--- config.mk ---
export PLATFORM = sky130hd
export DESIGN_NAME = traffic_lamp_guard
export DESIGN_NICKNAME = d
export VERILOG_FILES = /design/src/rtl/traffic_lamp_guard.sv
export SDC_FILE = /design/constraint.sdc
export NUM_CORES = 1
export LEC_CHECK = 0
export ABC_AREA = 1
export BUFFER_PORTS_ARGS = -buffer_cell sky130_fd_sc_hd__buf_2
export CORE_UTILIZATION = 48
export CTS_CLUSTER_SIZE = 40
export DETAILED_ROUTE_END_ITERATION = 8
export PLACE_DENSITY = 0.74
export SYNTH_ARGS = -nofsm -noshare
export SYNTH_HDL_FRONTEND = slang
export SYNTH_SLANG_ARGS = --single-unit
export TNS_END_PERCENT = 30
--- constraint.sdc ---
create_clock -name clk -period 1.37 [get_ports clk]
set_clock_uncertainty 0.05 [all_clocks]
set_input_delay 0.137 -clock clk [delete_from_list [all_inputs] [get_ports clk]]
set_output_delay 0.137 -clock clk [all_outputs]
set_load 0.02 [all_outputs]
--- src/rtl/traffic_lamp_guard.sv ---
// traffic_lamp_guard: safety stage between the traffic light controller and
// the lamp drivers. It registers the controller's NS/EW {R,Y,G} lamp codes and
// passes them through. It also checks for illegal codes, conflicting greens and
// bad yellow sequencing. On a violation it latches a fault code and drives a
// failsafe red pattern until fault_clr is asserted.
// Build option: define TRAFFIC_GUARD_FLASH_EN to make the failsafe red flash
// (FLASH_HALF cycles on, FLASH_HALF off). Without it, red is held steady.
module traffic_lamp_guard #(
  parameter int MIN_YEL    = 2,
  parameter int FLASH_HALF = 4
) (
  input  logic       clk,
  input  logic       rst,
  input  logic [2:0] ns_in,
  input  logic [2:0] ew_in,
  input  logic       fault_clr,
  output logic [2:0] ns_lamp,
  output logic [2:0] ew_lamp,
  output logic       fault,
  output logic [2:0] fault_code
);

  localparam logic [2:0] RED = 3'b100;
  localparam logic [2:0] YEL = 3'b010;
  localparam logic [2:0] GRN = 3'b001;
  localparam int         YW  = $clog2(MIN_YEL + 1);
  localparam logic [YW-1:0] MIN_YEL_C = YW'(MIN_YEL);

  typedef enum logic [1:0] {ST_INIT, ST_RUN, ST_FAULT} state_e;

  state_e      state_q, state_d;
  logic [2:0]  ns_lamp_q, ns_lamp_d, ew_lamp_q, ew_lamp_d;
  logic        fault_q, fault_d;
  logic [2:0]  code_q, code_d;
  logic [YW-1:0] ns_ycnt_q, ns_ycnt_d, ew_ycnt_q, ew_ycnt_d;
  logic [2:0]  viol_code;
  logic [2:0]  fault_pat;

  function automatic logic onehot3(input logic [2:0] v);
    return (v == 3'b001) || (v == 3'b010) || (v == 3'b100);
  endfunction

  function automatic logic [YW-1:0] ycnt_next(input logic [2:0] lamp,
                                              input logic [YW-1:0] cnt);
    if (lamp != YEL)        return '0;
    else if (cnt == MIN_YEL_C) return cnt;
    else                    return cnt + 1'b1;
  endfunction

  // Violation check on the incoming codes against the currently driven lamps.
  always_comb begin
    logic ill, conflict, skip, short_y;
    ill      = !onehot3(ns_in) || !onehot3(ew_in);
    conflict = (ns_in != RED) && (ew_in != RED);
    skip     = (ns_lamp_q == GRN && ns_in == RED) ||
               (ew_lamp_q == GRN && ew_in == RED);
    short_y  = (ns_lamp_q == YEL && ns_in == RED && ns_ycnt_q < MIN_YEL_C) ||
               (ew_lamp_q == YEL && ew_in == RED && ew_ycnt_q < MIN_YEL_C);
    // The lowest code wins when several checks fire, including across directions.
    if (ill)           viol_code = 3'd1;
    else if (conflict) viol_code = 3'd2;
    else if (skip)     viol_code = 3'd3;
    else if (short_y)  viol_code = 3'd4;
    else               viol_code = 3'd0;
  end

`ifdef TRAFFIC_GUARD_FLASH_EN
  localparam int FW = (FLASH_HALF > 1) ? $clog2(FLASH_HALF) : 1;
  localparam logic [FW-1:0] FLASH_LAST = FW'(FLASH_HALF - 1);

  logic [FW-1:0] flash_cnt_q, flash_cnt_d;
  logic          flash_on_q, flash_on_d;

  // Flash timer: runs only in FAULT and restarts in the on phase when the fault is cleared.
  always_comb begin
    flash_cnt_d = flash_cnt_q;
    flash_on_d  = flash_on_q;
    if (state_q == ST_FAULT) begin
      if (fault_clr) begin
        flash_cnt_d = '0;
        flash_on_d  = 1'b1;
      end else if (flash_cnt_q == FLASH_LAST) begin
        flash_cnt_d = '0;
        flash_on_d  = !flash_on_q;
      end else begin
        flash_cnt_d = flash_cnt_q + 1'b1;
      end
    end
  end

  // Flash timer registers.
  always_ff @(posedge clk or negedge rst) begin
    if (!rst) begin
      flash_cnt_q <= '0;
      flash_on_q  <= 1'b1;
    end else begin
      flash_cnt_q <= flash_cnt_d;
      flash_on_q  <= flash_on_d;
    end
  end

  assign fault_pat = flash_on_d ? RED : 3'b000;
`else
  assign fault_pat = RED;
`endif

  // Next-state and lamp logic for the INIT / RUN / FAULT controller.
  always_comb begin
    // NOTE: every signal gets a default first, so no path can infer a latch.
    state_d   = state_q;
    ns_lamp_d = ns_lamp_q;
    ew_lamp_d = ew_lamp_q;
    fault_d   = fault_q;
    code_d    = code_q;
    ns_ycnt_d = ns_ycnt_q;
    ew_ycnt_d = ew_ycnt_q;
    unique case (state_q)
      ST_INIT: begin
        ns_lamp_d = RED;
        ew_lamp_d = RED;
        fault_d   = 1'b0;
        code_d    = '0;
        ns_ycnt_d = '0;
        ew_ycnt_d = '0;
        if (ns_in == RED && ew_in == RED) state_d = ST_RUN;
      end
      ST_RUN: begin
        if (viol_code != 3'd0) begin
          // The faulty value is never driven. Failsafe starts in the on phase.
          state_d   = ST_FAULT;
          ns_lamp_d = RED;
          ew_lamp_d = RED;
          fault_d   = 1'b1;
          code_d    = viol_code;
        end else begin
          ns_lamp_d = ns_in;
          ew_lamp_d = ew_in;
          ns_ycnt_d = ycnt_next(ns_in, ns_ycnt_q);
          ew_ycnt_d = ycnt_next(ew_in, ew_ycnt_q);
        end
      end
      ST_FAULT: begin
        if (fault_clr) begin
          state_d   = ST_INIT;
          ns_lamp_d = RED;
          ew_lamp_d = RED;
          fault_d   = 1'b0;
          code_d    = '0;
        end else begin
          ns_lamp_d = fault_pat;
          ew_lamp_d = fault_pat;
        end
      end
      default: state_d = ST_INIT;
    endcase
  end

  // State and output registers.
  // NOTE: async active-low reset drives every output register to its safe value
  // without waiting for a clock edge.
  always_ff @(posedge clk or negedge rst) begin
    if (!rst) begin
      state_q   <= ST_INIT;
      ns_lamp_q <= RED;
      ew_lamp_q <= RED;
      fault_q   <= 1'b0;
      code_q    <= '0;
      ns_ycnt_q <= '0;
      ew_ycnt_q <= '0;
    end else begin
      // NOTE: sequential state uses non-blocking assignments only.
      state_q   <= state_d;
      ns_lamp_q <= ns_lamp_d;
      ew_lamp_q <= ew_lamp_d;
      fault_q   <= fault_d;
      code_q    <= code_d;
      ns_ycnt_q <= ns_ycnt_d;
      ew_ycnt_q <= ew_ycnt_d;
    end
  end

  assign ns_lamp    = ns_lamp_q;
  assign ew_lamp    = ew_lamp_q;
  assign fault      = fault_q;
  assign fault_code = code_q;

endmodule

==> metrics.txt, run 1 <==
I/O pin cnt 19; row count 15; largest family of logic cells by synthesized area simple AND/OR/NAND/NOR gates; share of cells above drive strength 1 41.33%; # Max-Cap Violations 0; Nets 163; Worst slew margin 75.03%; clock buffers created by TritonCTS 3; Synth Register Bits 16; Slew Limit Fails 0; drt drc 0; post-synthesis adder-cell area fraction 2.591%; Clk Tree Root Cell clkbuf_4; final worst-path cycle share 105.9%; Fmax 689.0 MHz; sequential-to-total area share from yosys stat 41.71%; leakage 0.6241 nW; routed len/inst 11.47 um; dpl ws -0.1279 ns; Routed WL 2008 um; Ant. Diodes 0; hpwl dp 1596 um; area of the multi-input gates 504.2 um^2; post-route total power 0.0008037 W; CP Max Fanout 8; Pre-antenna DRT Iters 4; register area 402.9 um^2; crit path launch type flop; multiplexer share of the synthesized area 0%; initial antenna violation count 0; failing checks negative setup slack; final hold violations 0; Vias 882; Synth Area in XOR/XNOR 0%; CTS Sinks 16; Post-DP Area 1125 um^2; H-tree Lvls 1; RSZ-0062 raised after global routing true; Synth Area in Compound Gates 7.772%; Final Core Density 65.76%; synth unique cells 21; Worst-Skew Late Latency 0.28 ns; GRT Overall Usage 22.59%; max incr delay on CP 0.56 ns; I/O Buffers 18; worst vdd ir 0.5545 mV; Initial Util 53.61%; Finished Cell Area 1185 um^2; clk buf depth 2; CP Class reg2reg; critical path cell sequence inv_2 > nand2_2 > nor2_2 > nand2_1 > nand2_2 > nor2_4 > nand2_2 > nand2_4 > nand2_2 > nand2_1 > nand2_1; GPL Wtd Cong 0.8522; vias per std cell 5.040; Synth Cell Area 965.9 um^2; status complete, but fails checks; Total Die Area 2196 um^2; Crit. End Element flop; Initial DRC Count 2; Crit path required time 1.50 ns; post-synthesis net count 134; power density over the cells 678.3 nW/um^2; vias in the first global route 830; CTS clk-pin slew, worst paths 0.09 ns; final setup violation count 10; post-layout minimum cycle time 1.451 ns; syn_area_per_cell 7.853 um^2; Final WS setup -0.08132 ns; post-synthesis cell count 123; area grow syn2layout 22.67%; Most Frequent Cell on Critical Path nand2_2; die extent in x 46.86 um; Congestion Overflow GR 0; simple-gate share of the synthesized area 38.99%; Die Ht 46.86 um; first-pass GRT wire length 3422 um; Core Area 1802 um^2; Routed Antenna Nets 0; Yosys Warn Count 0; CTS tree done; Hold Path Class in2reg; CP max stage cell dfstp_2; largest net degree at the start of global routing 17; Filler Cell Count 182; Slew @ Worst Pin 0.3745 ns; arrival time worst endpoint 1.58 ns
## registers in the layout, indices dropped and copies added, names as in the netlist
signal,flops
fault_code,3
fault,1
ew_ycnt_q,2
ns_lamp,3
state_q,2
ew_lamp,3
ns_ycnt_q,2
## routing by layer
layer  global-route usage [%]  vias up  wire (um)  part of all wire [%]
met2                    40.00       12        992                    49
met1                    26.79      424        929                    46
met3                    3.462        5         47                   2.3
met5                        0        -          0                     0
li1                         -      441          -                     -
met4                    10.29        0         39                   1.9
## through the flow
step | hold WS (ns) | std cells | TNS [ns]
2_1_floorplan | -0.2086 | 123 | -0.4022
3_3_place_gp | 0.01644 | 171 | -0.5751
3_5_place_dp | 0.01769 | 171 | -0.9864
4_1_cts | 0.05293 | 175 | -0.5788
5_1_grt | 0.07513 | 175 | -1.823
6_report | 0.05731 | 175 | -0.4573
## placed cells by master (no fill, tap or decap), types with 3 or more instances in the layout
cell       n
nand2_1   26
buf_2     18
inv_1     14
dfrtp_1   14
nand2_2   10
inv_2      9
nand3_1    8
nor2_1     7
nand2_4    5
buf_4      5
nor3_1     4
nor2_4     3
o21ai_1    3
o21ai_0    3
o22ai_1    3
clkbuf_4   3
## logic make-up after synthesis
logic type | Yosys count
compound gates | 12
fa+ha+maj | 2
flops | 16
simple gates | 70
buf+inv | 23
## power by group
group / total (W) / internal [W] / switching [W]
sequential: 0.000475 / 0.000474 / 0.00000141
combinational: 0.0000875 / 0.0000318 / 0.0000557
clock: 0.000241 / 0.000102 / 0.000139
total: 0.000804 / 0.000608 / 0.000196
## cell usage after synthesis
cell type | instances | area share, %
nand2_4 | 3 | 3.5
ha_1 | 2 | 2.6
inv_2 | 7 | 2.7
nand2_2 | 8 | 5.2
dfrtp_1 | 14 | 36
nor3_1 | 5 | 2.6
nand3_1 | 8 | 4.1
inv_1 | 16 | 6.2
nand4_1 | 1 | 0.65
o22ai_1 | 3 | 1.9
a21oi_2 | 2 | 1.8
o41ai_1 | 1 | 0.91
o21ai_0 | 3 | 1.6
nand3_4 | 1 | 1.8
nand2_1 | 30 | 12
dfstp_2 | 2 | 5.4
nor2_1 | 8 | 3.1
o21ai_1 | 3 | 1.6
nor2_4 | 3 | 3.5
nand3_2 | 2 | 2.1
nand3b_1 | 1 | 0.78
## critical path: cells and delay by family (launching register included)
family	cells	cell delay, ns
simple gates	10	0.71
buf+inv	1	0.04
flops	1	0.56
## cell type report
cell class	count	area share [%]
Inverter	23	7.286
Sequential cell	16	34.00
Tap cell	25	2.640
Clock buffer	3	1.901
Timing Repair Buffer	24	11.62
Multi-Input combinational cell	84	42.56
## repair_timing
| action | 4_1_cts | 5_1_grt |
|---|---|---|
| pin swaps | 4 | 1 |
| resized for setup | 2 | 6 |
| hold buffers | 1 | 0 |
| setup buffers | 1 | 0 |
| endpoints found under the hold margin | 15 | 0 |
| endpoints found under the setup margin | 16 | 16 |
## final timing paths
kind | slack, ns | start | cells past startpoint | endpoint
worst max-delay path | -0.08 | ns_lamp[2]$_DFFE_PN1P_ | 11 | ew_ycnt_q[0]$_DFFE_PN0P_
worst min-delay path | 0.06 | ew_in[2] | 3 | ew_lamp[2]$_DFFE_PN1P_
worst max register to register | -0.08 | ns_lamp[2]$_DFFE_PN1P_ | 11 | ew_ycnt_q[0]$_DFFE_PN0P_
worst min register to register | 0.42 | fault_code[0]$_DFFE_PN0P_ | 2 | fault_code[0]$_DFFE_PN0P_
max in group asynchronous | 0.72 | rst | 2 | ns_lamp[2]$_DFFE_PN1P_
min in group asynchronous | 0.24 | rst | 2 | ew_lamp[0]$_DFFE_PN0P_
No activity file was read; power rests on OpenSTA's default activity.
==> inputs of run 2 (changes only) <==
Settings changed: BUFFER_PORTS_ARGS -buffer_cell sky130_fd_sc_hd__buf_2 to -buffer_cell sky130_fd_sc_hd__clkbuf_2.
Clock period 1.37 ns to 1.2 ns, I/O delays scaled along.
==> run 2 against run 1 <==
The run still ends with negative setup slack left. Hold slack worse by 0.015 ns. Design area is 11% higher. Via count is 6.0% higher. Maximum frequency is 3.2% lower. Clock-buffer cell count is 1 higher. Critical endpoint unchanged.
==> metrics.txt, run 2 (same netlist as run 1, synthesis figures left out) <==
status complete, but fails checks; failing checks negative setup slack; delay-heaviest family, CP simple AND/OR/NAND/NOR gates; post-layout minimum cycle time 1.499 ns (+0.04734 ns); leakage 0.6965 nW (+12%); post-route total power 0.001027 W (+28%); setup TNS -4.113 ns (-3.655 ns); setup slack, reg-to-reg -0.30 ns (-0.22 ns); GPL Wtd Cong 0.8229 (-3.4%); area grow syn2layout 36.53%; routed len/inst 11.79 um (+2.7%); share of cells above drive strength 1 46.67% (+5.3 points); GRT Overall Usage 24.50% (+1.9 points); Final WS setup -0.2987 ns (-0.2173 ns); worst hold endpoint state_q[1]$_DFFE_PN0P_; hpwl dp 1820 um (+14%); final worst-path cycle share 124.9% (+19 points); Routed WL 2240 um (+12%); commonest non-fill, non-tap cells in the layout nand2_1, buf_4, clkbuf_2, inv_1, dfrtp_1; H-tree Lvls 1 (unchanged); Core Area 1802 um^2 (unchanged); R2R cell count 11 (unchanged); Initial DRC Count 19 (+17); final hold violations 0 (unchanged); CP Max Fanout 8 (unchanged); worst r2r src ew_lamp[2]$_DFFE_PN1P_; CTS tree done; dpl ws -0.2976 ns (-0.1697 ns); Pre-antenna DRT Iters 4 (unchanged); worst vdd ir 0.6064 mV (+9.3%); CTS Sinks 16 (unchanged); CP max stage cell dfstp_2; drt drc 0 (unchanged); Final Core Density 73.19% (+7.4 points); Crit path required time 1.35 ns (-0.15 ns); vias per std cell 4.921 (-2.4%); Worst-Skew Late Latency 0.29 ns (about the same); Congestion Overflow GR 0 (unchanged); RSZ-0062 raised after global routing true; Slew Limit Fails 0 (unchanged); crit path launch type flop; CTS clk-pin slew, worst paths 0.10 ns (about the same); row count 15 (unchanged); Routed Antenna Nets 0 (unchanged); Vias 935 (+6.0%); Slew @ Worst Pin 0.4038 ns (+0.02928 ns); HP Start fault_clr; Nets 177 (+8.6%); worst path bufs/invs 1 (unchanged); Filler Cell Count 149 (-18%); critical path cell sequence inv_2 > nand2_1 > nor2_1 > nand2_1 > nand2_2 > nor2_4 > nand2_2 > nand2_4 > nand2_4 > nand2_2 > nand2_2; die extent in x 46.86 um (unchanged); initial antenna violation count 0 (unchanged); Most Frequent Cell on Critical Path nand2_2; vias in the first global route 917 (+10%); Total Die Area 2196 um^2 (unchanged); Clk Tree Root Cell clkbuf_4; commonest non-fill, non-tap cell in the layout nand2_1; Worst slew margin 73.08% (-2.0 points); Hold Path Class in2reg; Ant. Diodes 0 (unchanged); first-pass GRT wire length 3781 um (+10%); clock buffers created by TritonCTS 3 (unchanged); clk buf depth 2 (unchanged); power density over the cells 778.7 nW/um^2 (+15%); Die Ht 46.86 um (unchanged); Crit. End Element flop; CP Class reg2reg; Hold Crit Depth 4 (+1); largest net degree at the start of global routing 17 (unchanged); # Max-Cap Violations 0 (unchanged); arrival time worst endpoint 1.65 ns (+0.07 ns); final setup violation count 16 (+6); I/O Buffers 18 (unchanged); FF-to-FF End ew_ycnt_q[0]$_DFFE_PN0P_; max incr delay on CP 0.57 ns (about the same); Initial Util 53.61% (unchanged); I/O pin cnt 19 (unchanged); Fmax 667.3 MHz (-3.2%)
## run 2: where the power goes
group	switching, W	leakage, nW	internal (W)
Clock	0.000184	0.0210	0.000185
Sequential	0.00000168	0.216	0.000541
Combinational	0.0000688	0.459	0.0000459
## run 2: area by class of cell
| class | instances | area [um^2] | share of cell area (%) |
|---|---|---|---|
| Multi-Input combinational cell | 84 | 504.2 | 38.24 |
| Sequential cell | 16 | 402.9 | 30.55 |
| Timing Repair Buffer | 38 | 257.7 | 19.54 |
| Inverter | 23 | 86.33 | 6.547 |
| Clock buffer | 4 | 36.28 | 2.751 |
| Tap cell | 25 | 31.28 | 2.372 |
## run 2: worst max path at each step
stage / startpoint / to / slack (ns) / cells after the start
finish: ew_lamp[2]$_DFFE_PN1P_ / ew_ycnt_q[0]$_DFFE_PN0P_ / -0.30 / 11
CTS: ns_lamp[2]$_DFFE_PN1P_ / ew_ycnt_q[0]$_DFFE_PN0P_ / -0.28 / 11
floorplan: ns_lamp[2]$_DFFE_PN1P_ / ew_ycnt_q[1]$_DFFE_PN0P_ / -0.24 / 11
detailed placement: ew_lamp[2]$_DFFE_PN1P_ / ew_ycnt_q[0]$_DFFE_PN0P_ / -0.30 / 10
global route: ns_lamp[2]$_DFFE_PN1P_ / ns_ycnt_q[0]$_DFFE_PN0P_ / -0.40 / 11
global placement: ew_lamp[2]$_DFFE_PN1P_ / ew_ycnt_q[0]$_DFFE_PN0P_ / -0.25 / 10
## run 2: repair_timing
item                       in CTS  in global routing
resized for setup               3                  8
hold buffers                    1                  0
setup endpoints to repair      16                 18
hold endpoints to repair       14                  0
setup buffers                   0                  1
pin swaps                       5                  5
## run 2: per-layer routing
layer | GRT usage, % | share of wire (%) | vias up
li1 | - | - | 476
met1 | 28.47 | 43 | 440
met2 | 45.28 | 52 | 14
met3 | 3.462 | 2.6 | 5
met4 | 9.143 | 1.7 | 0
met5 | 0 | 0 | -
## run 2: worst register-to-register path: cells and delay by family, from the launching register on
family | cells | cell delay, ns
AND/OR/NAND/NOR | 10 | 0.76
flip-flops | 1 | 0.57
buffers and inverters | 1 | 0.04
## run 2: metrics by stage
| stage | cell area, um^2 | instances | hold slack, ns |
|---|---|---|---|
| finish | 1319 | 190 | 0.04267 |
| global route | 1319 | 190 | 0.05148 |
| CTS | 1294 | 189 | 0.03935 |
| detailed placement | 1242 | 185 | 0.01625 |
| global placement | 1242 | 185 | 0.01163 |
| floorplan | 965.9 | 123 | -0.2256 |
==> inputs of run 3 (changes only) <==
Settings changed: ABC_AREA 1 to 0.
==> run 3 against run 2 <==
The flow still finishes with violations (negative setup slack). Via count up 15%. First-iteration DRC count up 84%. Clock-buffer cell count unchanged. Non-clock buffer count up 9. Largest cell class unchanged. Highest routed layer unchanged.
==> metrics.txt, run 3 <==
status complete, but fails checks; failing checks negative setup slack; drt drc 0 (unchanged); worst r2r src ew_lamp[2]$_DFFE_PN1P_; Hold Path Class in2reg; setup TNS -7.168 ns (-3.055 ns); die extent in x 47.24 um (+0.80%); syn_area_per_cell 9.011 um^2 (+15%); simple-gate share of the synthesized area 29.81% (-9.2 points); Nets 167 (-5.6%); FF-to-FF End ns_ycnt_q[1]$_DFFE_PN0P_; Finished Cell Area 1450 um^2 (+10%); power density over the cells 758.2 nW/um^2 (-2.6%); Ant. Diodes 0 (unchanged); synth top area cells dfrtp_1, dfstp_2, nand2_1; worst vdd ir 0.6612 mV (+9.0%); Synth Cell Area 982.2 um^2 (+1.7%); main flop type after synthesis dfrtp_1; post-layout minimum cycle time 1.718 ns (+0.2192 ns); Congestion Overflow GR 0 (unchanged); Clk Tree Root Cell clkbuf_4; synth unique cells 39 (+86%); Clk pwr share 33.8% (-2.2 points); clk buf depth 2 (unchanged); I/O Buffers 18 (unchanged); most instantiated cells after synthesis dfrtp_1, nand2_1, nor2_1, o211ai_1, o21ai_0; Slew @ Worst Pin 0.4001 ns (-0.003618 ns); Pre-antenna DRT Iters 4 (unchanged); commonest non-fill, non-tap cell in the layout buf_4; Vias 1071 (+15%); CTS tree done; Initial Util 53.95% (+0.34 points); Post-DP Area 1313 um^2 (+5.6%); Seq pwr share 49.4% (-3.5 points); Synth Register Bits 16 (unchanged); Routed WL 2948 um (+32%); dominant cell type by area after synthesis dfrtp_1; Filler Cell Count 130 (-13%); Total Die Area 2231 um^2 (+1.6%); switching fraction of total power 26.44% (+1.6 points); largest family of logic cells by synthesized area simple AND/OR/NAND/NOR gates; Critical Path Start ew_lamp[2]$_DFFE_PN1P_; GPL Wtd Cong 0.8944 (+8.7%); arrival time worst endpoint 1.85 ns (+0.20 ns); largest net degree at the start of global routing 20 (+3); initial antenna violation count 0 (unchanged); post-synth top area share 35.67% (-0.60 points); Worst slew margin 73.32% (+0.24 points); RSZ-0062 raised after global routing true; crit path launch type flop; CP Max Fanout 5 (-3); Final WS setup -0.5178 ns (-0.2192 ns); Die Ht 47.24 um (+0.80%); row count 15 (unchanged); Worst-Skew Late Latency 0.30 ns (about the same); setup slack, reg-to-reg -0.52 ns (-0.22 ns); GRT Overall Usage 29.83% (+5.3 points); vias in the first global route 970 (+5.8%); CP Class reg2reg; Internal 0.0008087 W (+4.7%); post-synthesis net count 120 (-10%); Core Area 1821 um^2 (+1.0%); Crit path required time 1.33 ns (-0.02 ns); # Max-Cap Violations 0 (unchanged); Initial DRC Count 35 (+16); CTS clk-pin slew, worst paths 0.10 ns (about the same); area grow syn2layout 47.64%; Crit. End Element flop; Sw Pwr 0.0002907 W (+14%); Routed Antenna Nets 0 (unchanged); Synth Area in Compound Gates 20.38% (+13 points); sequential-to-total area share from yosys stat 41.02% (-0.69 points); Slew Limit Fails 0 (unchanged); vias per std cell 5.950 (+21%); routed len/inst 16.38 um (+39%); final worst-path cycle share 143.2% (+18 points); first-pass GRT wire length 4436 um (+17%); H-tree Lvls 1 (unchanged); async set or reset register ratio after synthesis 100.0% (unchanged); post-synthesis adder-cell area fraction 2.548% (-0.043 points); multiplexer share of the synthesized area 2.675% (+2.7 points); share of cells above drive strength 1 43.87% (-2.8 points); post-synthesis cell count 109 (-11%); hpwl dp 1953 um (+7.3%); commonest non-fill, non-tap cells in the layout buf_4, clkbuf_2, nand2_1, dfrtp_1; area of the multi-input gates 626.9 um^2 (+24%); Fmax 582.1 MHz (-13%); CTS Sinks 16 (unchanged); leakage 0.6253 nW (-10%); final setup violation count 18 (+2); final hold violations 0 (unchanged); Final Core Density 79.66% (+6.5 points); number of flops mapped to enable cells by yosys 0 (unchanged); worst setup path end ns_ycnt_q[1]$_DFFE_PN0P_; clock buffers created by TritonCTS 3 (unchanged); I/O pin cnt 19 (unchanged); R2R cell count 5 (-6); Synth Area in XOR/XNOR 0% (unchanged); Yosys Warn Count 0 (unchanged); Gate power share 16.8% (+5.6 points); register area 402.9 um^2 (unchanged)
==> run 3: cell count changes after synthesis, sizes merged, moves of 6 or more <==
| cell | delta |
|---|---|
| nand2 | -27 |
| o211ai | +6 |
| nand3 | -8 |
| inv | -19 |
==> run 3: worst min-delay path by stage <==
stage,end,startpoint,cells past startpoint,slack (ns)
after detailed placement,fault_code[0]$_DFFE_PN0P_,rst,1,0.02
after floorplan,ew_lamp[0]$_DFFE_PN0P_,rst,0,-0.23
after global placement,fault_code[0]$_DFFE_PN0P_,rst,1,0.01
final,fault_code[0]$_DFFE_PN0P_,fault_clr,4,0.09
after CTS,fault_code[0]$_DFFE_PN0P_,fault_clr,4,0.09
after global routing,fault_code[0]$_DFFE_PN0P_,fault_clr,4,0.13
==> run 3: what timing repair did <==
item | 4_1_cts | 5_1_grt
setup endpoints to repair | 17 | 19
buffers inserted | 1 | 2
hold buffers | 1 | 0
gates cloned | 0 | 0
resized for setup | 11 | 6
pin swaps | 11 | 5
endpoints found under the hold margin | 16 | 0
==> run 3: final cells by class <==
type | instances | area share, %
inverter | 4 | 1.035
timing repair buffer | 47 | 23.30
clock buffer | 4 | 2.502
tap | 25 | 2.157
multi-input combinational | 84 | 43.23
sequential | 16 | 27.78
==> run 3: metrics by stage <==
stage / worst slack [ns] / hold WS (ns) / std cells / power, W
2_1_floorplan: -0.4878 / -0.2256 / 109 / 0.0006282
3_3_place_gp: -0.5048 / 0.01105 / 172 / 0.0007131
3_5_place_dp: -0.5237 / 0.01563 / 172 / 0.0007159
4_1_cts: -0.4985 / 0.09478 / 178 / 0.001089
5_1_grt: -0.5581 / 0.1252 / 180 / 0.001129
6_report: -0.5178 / 0.09400 / 180 / 0.001099
==> run 3: critical path: stages (launching register included) <==
cell      delay [ns]
dfstp_2         0.57
nor3b_1         0.06
a32o_2          0.26
or3_4           0.38
o211ai_1        0.20
nand3_1         0.09
==> run 3: layer usage <==
layer | vias to the layer above | GRT usage (%) | routed length [um]
met1 | 506 | 39.81 | 1286
li1 | 506 | - | -
met4 | 0 | 17.71 | 93
met5 | - | 0 | 0
met3 | 8 | 2.692 | 173
met2 | 51 | 46.85 | 1394
==> run 3: cell families (layout without fill, tap and decap cells) <==
logic type,count (synthesis),in the layout
adder cells (fa/ha/maj),2,2
flip-flops,16,16
multiplexers,2,2
AO/OA/AOI/OAI,29,29
AND/OR/NAND/NOR,51,51
buffers and inverters,9,55
==> run 3: power groups by stage <==
stage          clock network, W  registers, W  logic [W]
4_1_cts                0.000375      0.000543   0.000171
3_3_place_gp                  0      0.000554   0.000159
2_1_floorplan                 0      0.000555  0.0000736
3_5_place_dp                  0      0.000554   0.000162
6_report               0.000371      0.000543   0.000185
5_1_grt                0.000386      0.000544   0.000199
